<file path="src/rtl/spi_cfg_master_if.sv">
// Command handshake between a register-write producer and spi_cfg_master.
// The producer (master) offers one {addr, data} write per valid/ready transfer.
interface spi_cfg_master_if;
    logic       cmd_valid;
    logic       cmd_ready;
    logic [6:0] cmd_addr;
    logic [7:0] cmd_data;

    modport master (
        output cmd_valid,
        output cmd_addr,
        output cmd_data,
        input  cmd_ready
    );

    modport slave (
        input  cmd_valid,
        input  cmd_addr,
        input  cmd_data,
        output cmd_ready
    );
endinterface

</file>
<file path="src/rtl/spi_cfg_master.sv">
// Host-side SPI write sequencer for the spi_peripheral register file.
// Queued {addr, data} commands are sent one per nCS frame as a 16-bit mode-0 word
// {1'b1, addr[6:0], data[7:0]}, MSB first.
module spi_cfg_master #(
    parameter int unsigned CLK_DIV    = 4,  // clk cycles per SCLK half-period, >= 2
    parameter int unsigned FIFO_DEPTH = 4,  // power of 2, >= 2
    parameter int unsigned CS_GAP     = 4   // nCS-high cycles in GAP, >= 4
) (
    input  logic                              clk,
    input  logic                              rst,
    spi_cfg_master_if.slave                   cmd,
    output logic [$clog2(FIFO_DEPTH+1)-1:0]   fifo_count,
    output logic                              busy,
    output logic                              done,
    output logic                              nCS,
    output logic                              SCLK,
    output logic                              COPI
);

    localparam int unsigned PtrW = $clog2(FIFO_DEPTH);
    localparam int unsigned CntW = $clog2(FIFO_DEPTH + 1);
    localparam int unsigned PhW  = $clog2(CLK_DIV);
    localparam int unsigned GapW = $clog2(CS_GAP);

    localparam logic [CntW-1:0] CntFull = CntW'(FIFO_DEPTH);
    localparam logic [PhW-1:0]  PhLast  = PhW'(CLK_DIV - 1);
    localparam logic [GapW-1:0] GapLast = GapW'(CS_GAP - 1);

    typedef enum logic [1:0] {
        StIdle,
        StShift,
        StHold,
        StGap
    } state_e;

    state_e             state_q;
    logic [14:0]        mem [FIFO_DEPTH];
    logic [PtrW-1:0]    wr_ptr_q;
    logic [PtrW-1:0]    rd_ptr_q;
    logic [CntW-1:0]    count_q;
    logic [15:0]        shreg_q;
    logic [PhW-1:0]     phase_q;
    logic [3:0]         bit_q;
    logic [GapW-1:0]    gap_q;
    logic               push;
    logic               pop;
    logic [15:0]        frame;

    assign cmd.cmd_ready = (count_q != CntFull);
    assign push          = cmd.cmd_valid && cmd.cmd_ready;
    assign pop           = (state_q == StIdle) && (count_q != '0);
    assign frame         = {1'b1, mem[rd_ptr_q]};
    assign fifo_count    = count_q;
    assign busy          = (state_q != StIdle) || (count_q != '0);

    // FIFO storage; contents need no reset since count_q gates every read.
    always_ff @(posedge clk) begin
        if (push) begin
            mem[wr_ptr_q] <= {cmd.cmd_addr, cmd.cmd_data};
        end
    end

    // FIFO pointers and occupancy; simultaneous push and pop leaves the count unchanged.
    always_ff @(posedge clk or posedge rst) begin
        if (rst) begin
            wr_ptr_q <= '0;
            rd_ptr_q <= '0;
            count_q  <= '0;
        end else begin
            if (push) begin
                wr_ptr_q <= wr_ptr_q + 1'b1;
            end
            if (pop) begin
                rd_ptr_q <= rd_ptr_q + 1'b1;
            end
            case ({push, pop})
                2'b10:   count_q <= count_q + 1'b1;
                2'b01:   count_q <= count_q - 1'b1;
                default: count_q <= count_q;
            endcase
        end
    end

    // Frame sequencer: IDLE -> SHIFT (16 bits) -> HOLD -> GAP -> IDLE, all outputs registered.
    always_ff @(posedge clk or posedge rst) begin
        if (rst) begin
            state_q <= StIdle;
            shreg_q <= '0;
            phase_q <= '0;
            bit_q   <= '0;
            gap_q   <= '0;
            nCS     <= 1'b1;
            SCLK    <= 1'b0;
            COPI    <= 1'b0;
            done    <= 1'b0;
        end else begin
            done <= 1'b0;
            unique case (state_q)
                StIdle: begin
                    if (pop) begin
                        shreg_q <= frame;
                        COPI    <= frame[15];
                        nCS     <= 1'b0;
                        SCLK    <= 1'b0;
                        phase_q <= '0;
                        bit_q   <= 4'd15;
                        state_q <= StShift;
                    end
                end
                StShift: begin
                    if (phase_q == PhLast) begin
                        phase_q <= '0;
                        if (!SCLK) begin
                            SCLK <= 1'b1;
                        end else begin
                            SCLK <= 1'b0;
                            if (bit_q == 4'd0) begin
                                // Last bit: COPI keeps bit 0 through HOLD.
                                state_q <= StHold;
                            end else begin
                                bit_q   <= bit_q - 4'd1;
                                shreg_q <= {shreg_q[14:0], 1'b0};
                                COPI    <= shreg_q[14];
                            end
                        end
                    end else begin
                        phase_q <= phase_q + 1'b1;
                    end
                end
                StHold: begin
                    if (phase_q == PhLast) begin
                        phase_q <= '0;
                        nCS     <= 1'b1;
                        done    <= 1'b1;
                        gap_q   <= '0;
                        state_q <= StGap;
                    end else begin
                        phase_q <= phase_q + 1'b1;
                    end
                end
                StGap: begin
                    if (gap_q == GapLast) begin
                        state_q <= StIdle;
                    end else begin
                        gap_q <= gap_q + 1'b1;
                    end
                end
            endcase
        end
    end

endmodule

</file>
<file path="src/flat_wrapper.sv">
// flat-port wrapper written by rule: the top's interface ports become plain ports
module spi_cfg_master_flat 
#(
    parameter int unsigned CLK_DIV    = 4,                                          
    parameter int unsigned FIFO_DEPTH = 4,                     
    parameter int unsigned CS_GAP     = 4                                  
)
  (clk, rst, fifo_count, busy, done, nCS, SCLK, COPI, cmd_cmd_valid, cmd_cmd_addr, cmd_cmd_data, cmd_cmd_ready);
  spi_cfg_master_if cmd_i ();
  input  logic clk;
  input  logic rst;
  output logic [$clog2(FIFO_DEPTH+1)-1:0] fifo_count;
  output logic busy;
  output logic done;
  output logic nCS;
  output logic SCLK;
  output logic COPI;
  input wire logic [$bits(cmd_i.cmd_valid)-1:0] cmd_cmd_valid;
  input wire logic [$bits(cmd_i.cmd_addr)-1:0] cmd_cmd_addr;
  input wire logic [$bits(cmd_i.cmd_data)-1:0] cmd_cmd_data;
  output wire logic [$bits(cmd_i.cmd_ready)-1:0] cmd_cmd_ready;
  assign cmd_i.cmd_valid = cmd_cmd_valid;
  assign cmd_i.cmd_addr = cmd_cmd_addr;
  assign cmd_i.cmd_data = cmd_cmd_data;
  assign cmd_cmd_ready = cmd_i.cmd_ready;
  spi_cfg_master #(.CLK_DIV(CLK_DIV), .FIFO_DEPTH(FIFO_DEPTH), .CS_GAP(CS_GAP)) u_core (.clk(clk), .rst(rst), .cmd(cmd_i), .fifo_count(fifo_count), .busy(busy), .done(done), .nCS(nCS), .SCLK(SCLK), .COPI(COPI));
endmodule
</file>
<file path="config.mk">
export PLATFORM = sky130hd
export DESIGN_NAME = spi_cfg_master_flat
export DESIGN_NICKNAME = d
export VERILOG_FILES = /design/src/rtl/spi_cfg_master_if.sv /design/src/rtl/spi_cfg_master.sv /design/src/flat_wrapper.sv
export SDC_FILE = /design/constraint.sdc
export NUM_CORES = 1
export LEC_CHECK = 0
export BUFFER_PORTS_ARGS = -buffer_cell sky130_fd_sc_hd__buf_2
export CAP_MARGIN = 10
export CORE_MARGIN = 8
export CORE_UTILIZATION = 55
export CTS_CLUSTER_SIZE = 20
export DETAILED_ROUTE_END_ITERATION = 8
export GPL_ROUTABILITY_DRIVEN = 0
export PLACE_DENSITY_LB_ADDON = 0.1
export SLEW_MARGIN = 20
export SYNTH_ARGS = -nofsm -noshare
export SYNTH_HDL_FRONTEND = slang
export SYNTH_SLANG_ARGS = --single-unit
</file>
<file path="constraint.sdc">
create_clock -name clk -period 2.32 [get_ports clk]
set_input_delay 0.232 -clock clk [delete_from_list [all_inputs] [get_ports clk]]
set_output_delay 0.232 -clock clk [all_outputs]
set_load 0.02 [all_outputs]
</file>
==> impl_metrics.py, run 1 <==
metrics = {
    "cells_and_area": {
        "drive_gt1_frac": 0.287,
        "diodes": 0,
        "nets": 323,
        "nFillCells": 574,
        "final_util": 0.633,
        "area_growth_pct": 11.5,
    },
    "logic_synthesis": {
        "synth_fp_nets": 284,
        "netlist_area_sq_um": 4120,
        "synth_cells": 252,
        "ys_ff_latch": 96,
        "synth_enable_flop_cells": 60,
        "ys_types": 48,
        "syn_avg_cell_area_sq_um": 16.4,
        "ys_seq_area_frac": 0.656,
        "ys.warnings.count": 0,
        "synthArstFlopShare": 0.375,
        "ys.flop_type": "edfxtp_1",
    },
    "die": {
        "core_sq_um": 7250,
        "die_w_um": 103,
        "start_util": 0.568,
        "fp.dieH_um": 103,
        "std_cell_rows": 31,
        "ioPinCount": 27,
        "fp.dieArea_sq_um": 10500,
    },
    "grt": {
        "antenna_found_initial": 0,
        "busiest_layer": "met2",
        "grt_overflow_total": 0,
        "grt_pass1_wl_um": 11200,
        "use_met2": 0.234,
        "grt_use_total": 0.143,
        "grt_pass1_vias": 2234,
        "grt.met3_usage": 0.0398,
        "grtUsageMet1": 0.181,
        "grt_max_degree": 37,
    },
    "route": {
        "drtAntennaViolNets": 0,
        "drt-initial-drc-count": 124,
        "drt_wl_total_um": 6860,
        "vias_per_cell": 5.49,
        "drt_first_pass_iters": 4,
        "vias": 2169,
        "drc": 0,
        "wire_per_inst_um": 17.4,
    },
    "clock_tree": {
        "cts_root_buffer": "clkbuf_8",
        "clockBufferDepth": 2,
        "cts_tree": "built",
        "htreeDepth": 3,
        "numCtsBuffers": 9,
        "clock_sinks": 96,
        "clk_latency_ns": 0.35,
        "path_clk_slew_ns": 0.09,
    },
    "worst_hold_path": {
        "min_from": "cmd_cmd_addr[2]",
        "holdCritPathClass": "input pin to flop",
    },
    "critical_path": {
        "rr_startpoint": "u_core.state_q[0]$_DFFE_PP0P_",
        "end_kind": "output pin",
        "cp_data_arrival_time_ns": 1.97,
        "start_kind": "flop",
        "cp.required_ns": 2.09,
        "critical_path_class": "flop to output pin",
        "cp_max_fo": 8,
        "cp-startpoint": "u_core.state_q[0]$_DFFE_PP0P_",
    },
    "power": {
        "p_per_area_nw_per_um2": 824,
        "power.internal_mw": 2.81,
        "combPwrFrac": 0.142,
        "swShare": 0.258,
        "p_leak_nw": 1.79,
        "pwr-share-clk": 0.280,
        "p_switching_mw": 0.978,
        "vdd_drop_max_mv": 0.524,
        "power_frac_seq": 0.578,
    },
    "timing": {
        "fin_skew_ns": 0.00957,
        "relSlewSlack": 0.492,
        "setup_violations": 0,
        "fin_tns_setup_ns": 0,
        "worst_pin_slew_ns": 0.763,
        "hold_violations": 0,
        "rsz0062_at_grt": "no",
        "report.final.slew_viol_count": 0,
        "fmax_mhz": 454,
        "min_period_ns": 2.20,
        "finalCritPeriodShare": 0.949,
        "hold-worst-slack_ns": 0.0912,
    },
    "run": {
        "cap_violations": 0,
    },
    "place": {
        "io_buffers": 26,
        "dpl.hpwl_um": 4590,
    },
    "outcome": {
        "outcome": "finished, final reports clean",
    },
}
==> sequential cells by signal, summed over array words and instances (netlist names) <==
signal             cells
u_core.done            1
u_core.bit_q           4
u_core.state_q         2
u_core.fifo_count      3
u_core.gap_q           2
u_core.SCLK            1
u_core.shreg_q        15
u_core.wr_ptr_q        2
u_core.COPI            1
u_core.rd_ptr_q        2
u_core.phase_q         2
u_core.nCS             1
u_core.mem            60
==> cell usage after synthesis, drive strengths merged (2+ instances only) <==
cell / instances / area share
a2bb2oi: 2 / 0.0043
and2: 3 / 0.0046
xor2: 2 / 0.0043
a22o: 2 / 0.0043
a31oi: 2 / 0.0030
nand2b: 2 / 0.0030
edfxtp: 60 / 0.44
nand2: 5 / 0.0046
nand3: 2 / 0.0024
inv: 18 / 0.016
and3: 4 / 0.0061
o21a: 13 / 0.024
a32o: 2 / 0.0049
buf: 9 / 0.018
nor3: 2 / 0.0024
nor2: 8 / 0.0073
mux4: 15 / 0.082
dfrtp: 35 / 0.21
mux2i: 2 / 0.0049
mux2: 3 / 0.0082
a21oi: 6 / 0.0082
o32a: 13 / 0.033
clkbuf: 3 / 0.0027
o21ai: 4 / 0.0049
nand4: 2 / 0.0046
ha: 13 / 0.039
xnor2: 4 / 0.0085
==> final cells by class <==
class | instances | area [sq um] | area share
timing repair buffer | 40 | 238 | 0.0517
clock inverter | 6 | 67.6 | 0.0147
inverter | 18 | 67.6 | 0.0147
multi-input combinational | 126 | 1270 | 0.276
tap | 99 | 124 | 0.0270
clock buffer | 10 | 128 | 0.0278
sequential | 96 | 2700 | 0.589
==> final timing paths <==
path                                                  end  slack [ns]  cells past startpoint
setup / recovery                                     busy        0.12                      5
min in group asynchronous  u_core.wr_ptr_q[1]$_DFFE_PP0P_        0.53                      4
hold / removal                u_core.mem[1][10]$_DFFE_PP_        0.09                      1
setup reg to reg            u_core.shreg_q[2]$_DFFE_PP0P_        0.18                      7
hold reg to reg            u_core.shreg_q[12]$_DFFE_PP0P_        0.49                      1
max in group asynchronous          u_core.nCS$_DFFE_PP1P_        1.44                      4
==> logic make-up (layout without fill, tap and decap cells) <==
family | after synthesis | after routing | share of synthesized area
buffers and inverters | 30 | 74 | 0.0373
xor gates and xnor gates | 6 | 6 | 0.0128
adders and majority gates | 14 | 14 | 0.0443
and+or+nand+nor | 33 | 33 | 0.0446
muxes | 20 | 20 | 0.0950
AOI/OAI and AO/OA | 53 | 53 | 0.110
DFF | 96 | 96 | 0.656
==> metal layers <==
layer  wire, um  vias up  share of wire
met1       3170     1089           0.46
met5          0        -              0
li1           -     1049              -
met2       3410       25           0.50
met4         74        0          0.011
met3        196        6          0.029
==> cell usage in the layout, fill, tap and decap left out, types with 3 or more instances in the layout <==
master	count
a21oi_1	5
and2_1	3
and3_1	4
buf_2	26
buf_4	13
clkbuf_8	9
dfrtp_1	35
edfxtp_1	60
ha_1	13
inv_1	18
mux2_2	3
mux4_2	15
nand2_1	5
nor2_1	8
o21a_1	13
o21ai_0	4
o32a_1	7
o32a_2	6
xnor2_1	4
==> power by group through the flow <==
stage          registers (mW)  logic, mW  clock network (mW)
4_1_cts                  2.19      0.557                1.09
3_5_place_dp             2.23      0.555                   0
3_3_place_gp             2.22      0.534                   0
6_report                 2.19      0.536                1.06
5_1_grt                  2.21      0.605                1.16
2_1_floorplan            2.23      0.312                   0
==> repair_timing <==
action,in CTS,in global routing
hold buffers,1,0
hold endpoints to repair,35,0
resized for setup,0,1
buffers inserted,0,0
endpoints found under the setup margin,0,2
==> critical path, cell delays in order, from the launching register on <==
cell and delay (ns):
dfrtp_1 0.42, inv_1 0.14, ha_1 0.22, or4b_4 0.50, buf_4 0.19, buf_2 0.16
==> per-stage QoR <==
step	instance area [sq um]	worst slack (ns)	total power, mW	cells
floorplan	4120	0.0968	2.55	252
global placement	4390	0.243	2.75	378
detailed placement	4390	0.203	2.78	378
CTS	4590	0.0798	3.84	395
global route	4590	0.0201	3.97	395
finish	4590	0.118	3.79	395
Note: power is estimated with default switching activity, not from simulation.
==> inputs of run 2 (changes only) <==
--- a/config.mk
+++ b/config.mk
@@ -8,11 +8,12 @@
 export BUFFER_PORTS_ARGS = -buffer_cell sky130_fd_sc_hd__buf_2
 export CAP_MARGIN = 10
 export CORE_MARGIN = 8
-export CORE_UTILIZATION = 55
+export CORE_UTILIZATION = 50
 export CTS_CLUSTER_SIZE = 20
 export DETAILED_ROUTE_END_ITERATION = 8
 export GPL_ROUTABILITY_DRIVEN = 0
 export PLACE_DENSITY_LB_ADDON = 0.1
+export SKIP_CTS_REPAIR_TIMING = 1
 export SLEW_MARGIN = 20
 export SYNTH_ARGS = -nofsm -noshare
 export SYNTH_HDL_FRONTEND = slang
==> run 2 against run 1 <==
  * Via count up 2.5%
  * Sequential share of layout area decreased by 0.63 points
  * Die area increased by 8.4%
  * Register-to-register slack got worse by 0.02 ns
  * Global-route usage down 1.1 points
  * Fmax is 0.16% lower
  * Non-clock buffer count decreased by 1
  * Critical endpoint unchanged
  * Highest routed layer unchanged
==> impl_metrics.py, run 2 (synthesis gave the netlist of run 1 again) <==
metrics = {
    "cells_and_area": {
        "layout_common_cells": "edfxtp_1 (60), dfrtp_1 (35), buf_2 (26)",
        "reg_top3": "u_core.mem x60, u_core.shreg_q x15, u_core.bit_q x4",
        "drive_gt1_frac": 0.292,
        "mostFrequentLayoutCell": "edfxtp_1",
        "regMostFlops": "u_core.mem",
        "area_growth_pct": 12.7,
        "nFillCells": 659,
        "diodes": 0,
        "nets": 322,
        "register_area_sq_um": 2700,
        "largest_reg_flops": 60,
        "multi_input_area_sq_um": 1270,
    },
    "timing": {
        "setup_violations": 0,
        "worst_pin_slew_ns": 0.777,
        "report.final.slew_viol_count": 0,
        "relSlewSlack": 0.482,
        "finalCritPeriodShare": 0.951,
        "setup_slack_ns": 0.115,
        "rsz0062_at_grt": "no",
        "min_period_ns": 2.21,
        "fin_skew_ns": 0.0114,
        "fin_tns_setup_ns": 0,
        "fmax_mhz": 453,
        "hold_violations": 0,
    },
    "die": {
        "fp.dieArea_sq_um": 11400,
        "ioPinCount": 27,
        "start_util": 0.509,
        "fp.dieH_um": 107,
        "core_sq_um": 8090,
        "die_w_um": 107,
        "std_cell_rows": 33,
    },
    "outcome": {
        "outcome": "finished, final reports clean",
    },
    "clock_tree": {
        "path_clk_slew_ns": 0.10,
        "clk_latency_ns": 0.35,
        "clock_sinks": 96,
        "htreeDepth": 3,
        "clockBufferDepth": 2,
        "cts_root_buffer": "clkbuf_8",
        "cts_tree": "built",
        "numCtsBuffers": 9,
    },
    "power": {
        "vdd_drop_max_mv": 0.595,
        "p_per_area_nw_per_um2": 854,
        "p_leak_nw": 1.81,
    },
    "route": {
        "vias_per_cell": 5.56,
        "wire_per_inst_um": 17.5,
        "drtAntennaViolNets": 0,
        "drt_first_pass_iters": 4,
        "drt-initial-drc-count": 91,
        "vias": 2223,
        "drt_wl_total_um": 7010,
        "drc": 0,
    },
    "critical_path": {
        "end_kind": "output pin",
        "cp_data_arrival_time_ns": 1.97,
        "critical_path_class": "flop to output pin",
        "cp.required_ns": 2.09,
        "cp_max_fo": 6,
        "start_kind": "flop",
    },
    "place": {
        "place_ws_ns": 0.204,
        "dpl.hpwl_um": 4680,
        "io_buffers": 26,
    },
    "grt": {
        "grt_overflow_total": 0,
        "grt_pass1_wl_um": 11700,
        "grt_pass1_vias": 2285,
        "grt_max_degree": 37,
        "grt_use_total": 0.133,
        "antenna_found_initial": 0,
    },
    "worst_hold_path": {
        "holdCritPathClass": "input pin to flop",
    },
    "run": {
        "cap_violations": 0,
    },
}
==> run 2: worst max-delay path, cell delays in order, from the launching register on <==
cell,delay (ns)
dfrtp_1,0.41
inv_1,0.13
ha_1,0.20
or4b_1,0.63
buf_2,0.24
==> run 2: power by group <==
group / internal, mW / total, mW / leakage (nW) / switching [mW]
Sequential: 2.10 / 2.19 / 0.994 / 0.0961
Combinational: 0.209 / 0.539 / 0.703 / 0.330
Clock: 0.630 / 1.23 / 0.114 / 0.603
==> run 2: metrics by stage <==
| step | cells | util | total power [mW] | hold WS (ns) | cell area, sq um |
|---|---|---|---|---|---|
| final | 400 | 0.574 | 3.97 | 0.0830 | 4640 |
| after global routing | 400 | 0.574 | 4.15 | 0.0646 | 4640 |
| after CTS | 399 | 0.572 | 4.00 | -0.0186 | 4630 |
| after detailed placement | 383 | 0.543 | 2.78 | 0.375 | 4400 |
| after global placement | 383 | 0.543 | 2.77 | 0.366 | 4400 |
| after floorplan | 252 | - | 2.55 | 0.331 | 4120 |
==> run 2: worst paths after layout <==
| kind | startpoint | depth (start not counted) | slack [ns] | to |
|---|---|---|---|---|
| worst max-delay path | u_core.state_q[0]$_DFFE_PP0P_ | 4 | 0.11 | busy |
| worst min-delay path | cmd_cmd_data[0] | 1 | 0.08 | u_core.mem[0][0]$_DFFE_PP_ |
| worst max register to register | u_core.state_q[0]$_DFFE_PP0P_ | 6 | 0.16 | u_core.shreg_q[2]$_DFFE_PP0P_ |
| worst min register to register | u_core.shreg_q[12]$_DFFE_PP0P_ | 1 | 0.50 | u_core.shreg_q[12]$_DFFE_PP0P_ |
| max in group asynchronous | rst | 4 | 1.43 | u_core.nCS$_DFFE_PP1P_ |
| min in group asynchronous | rst | 4 | 0.53 | u_core.fifo_count[2]$_DFFE_PP0P_ |
==> run 2: area by class of cell <==
class                      instances  share of cell area
tap                              105              0.0283
sequential                        96               0.582
inverter                          18              0.0145
clock buffer                       9              0.0267
timing repair buffer              39              0.0523
clock inverter                     7              0.0232
multi-input combinational        126               0.273
==> run 2: routing by layer <==
layer  global-route usage  up-vias  part of all wire  wire [um]
met5                    0        -                 0          0
met4               0.0573        0             0.018        123
met3               0.0324       11             0.032        222
met2                0.204       31              0.47       3310
met1                0.176     1138              0.48       3360
li1                     -     1043                 -          -
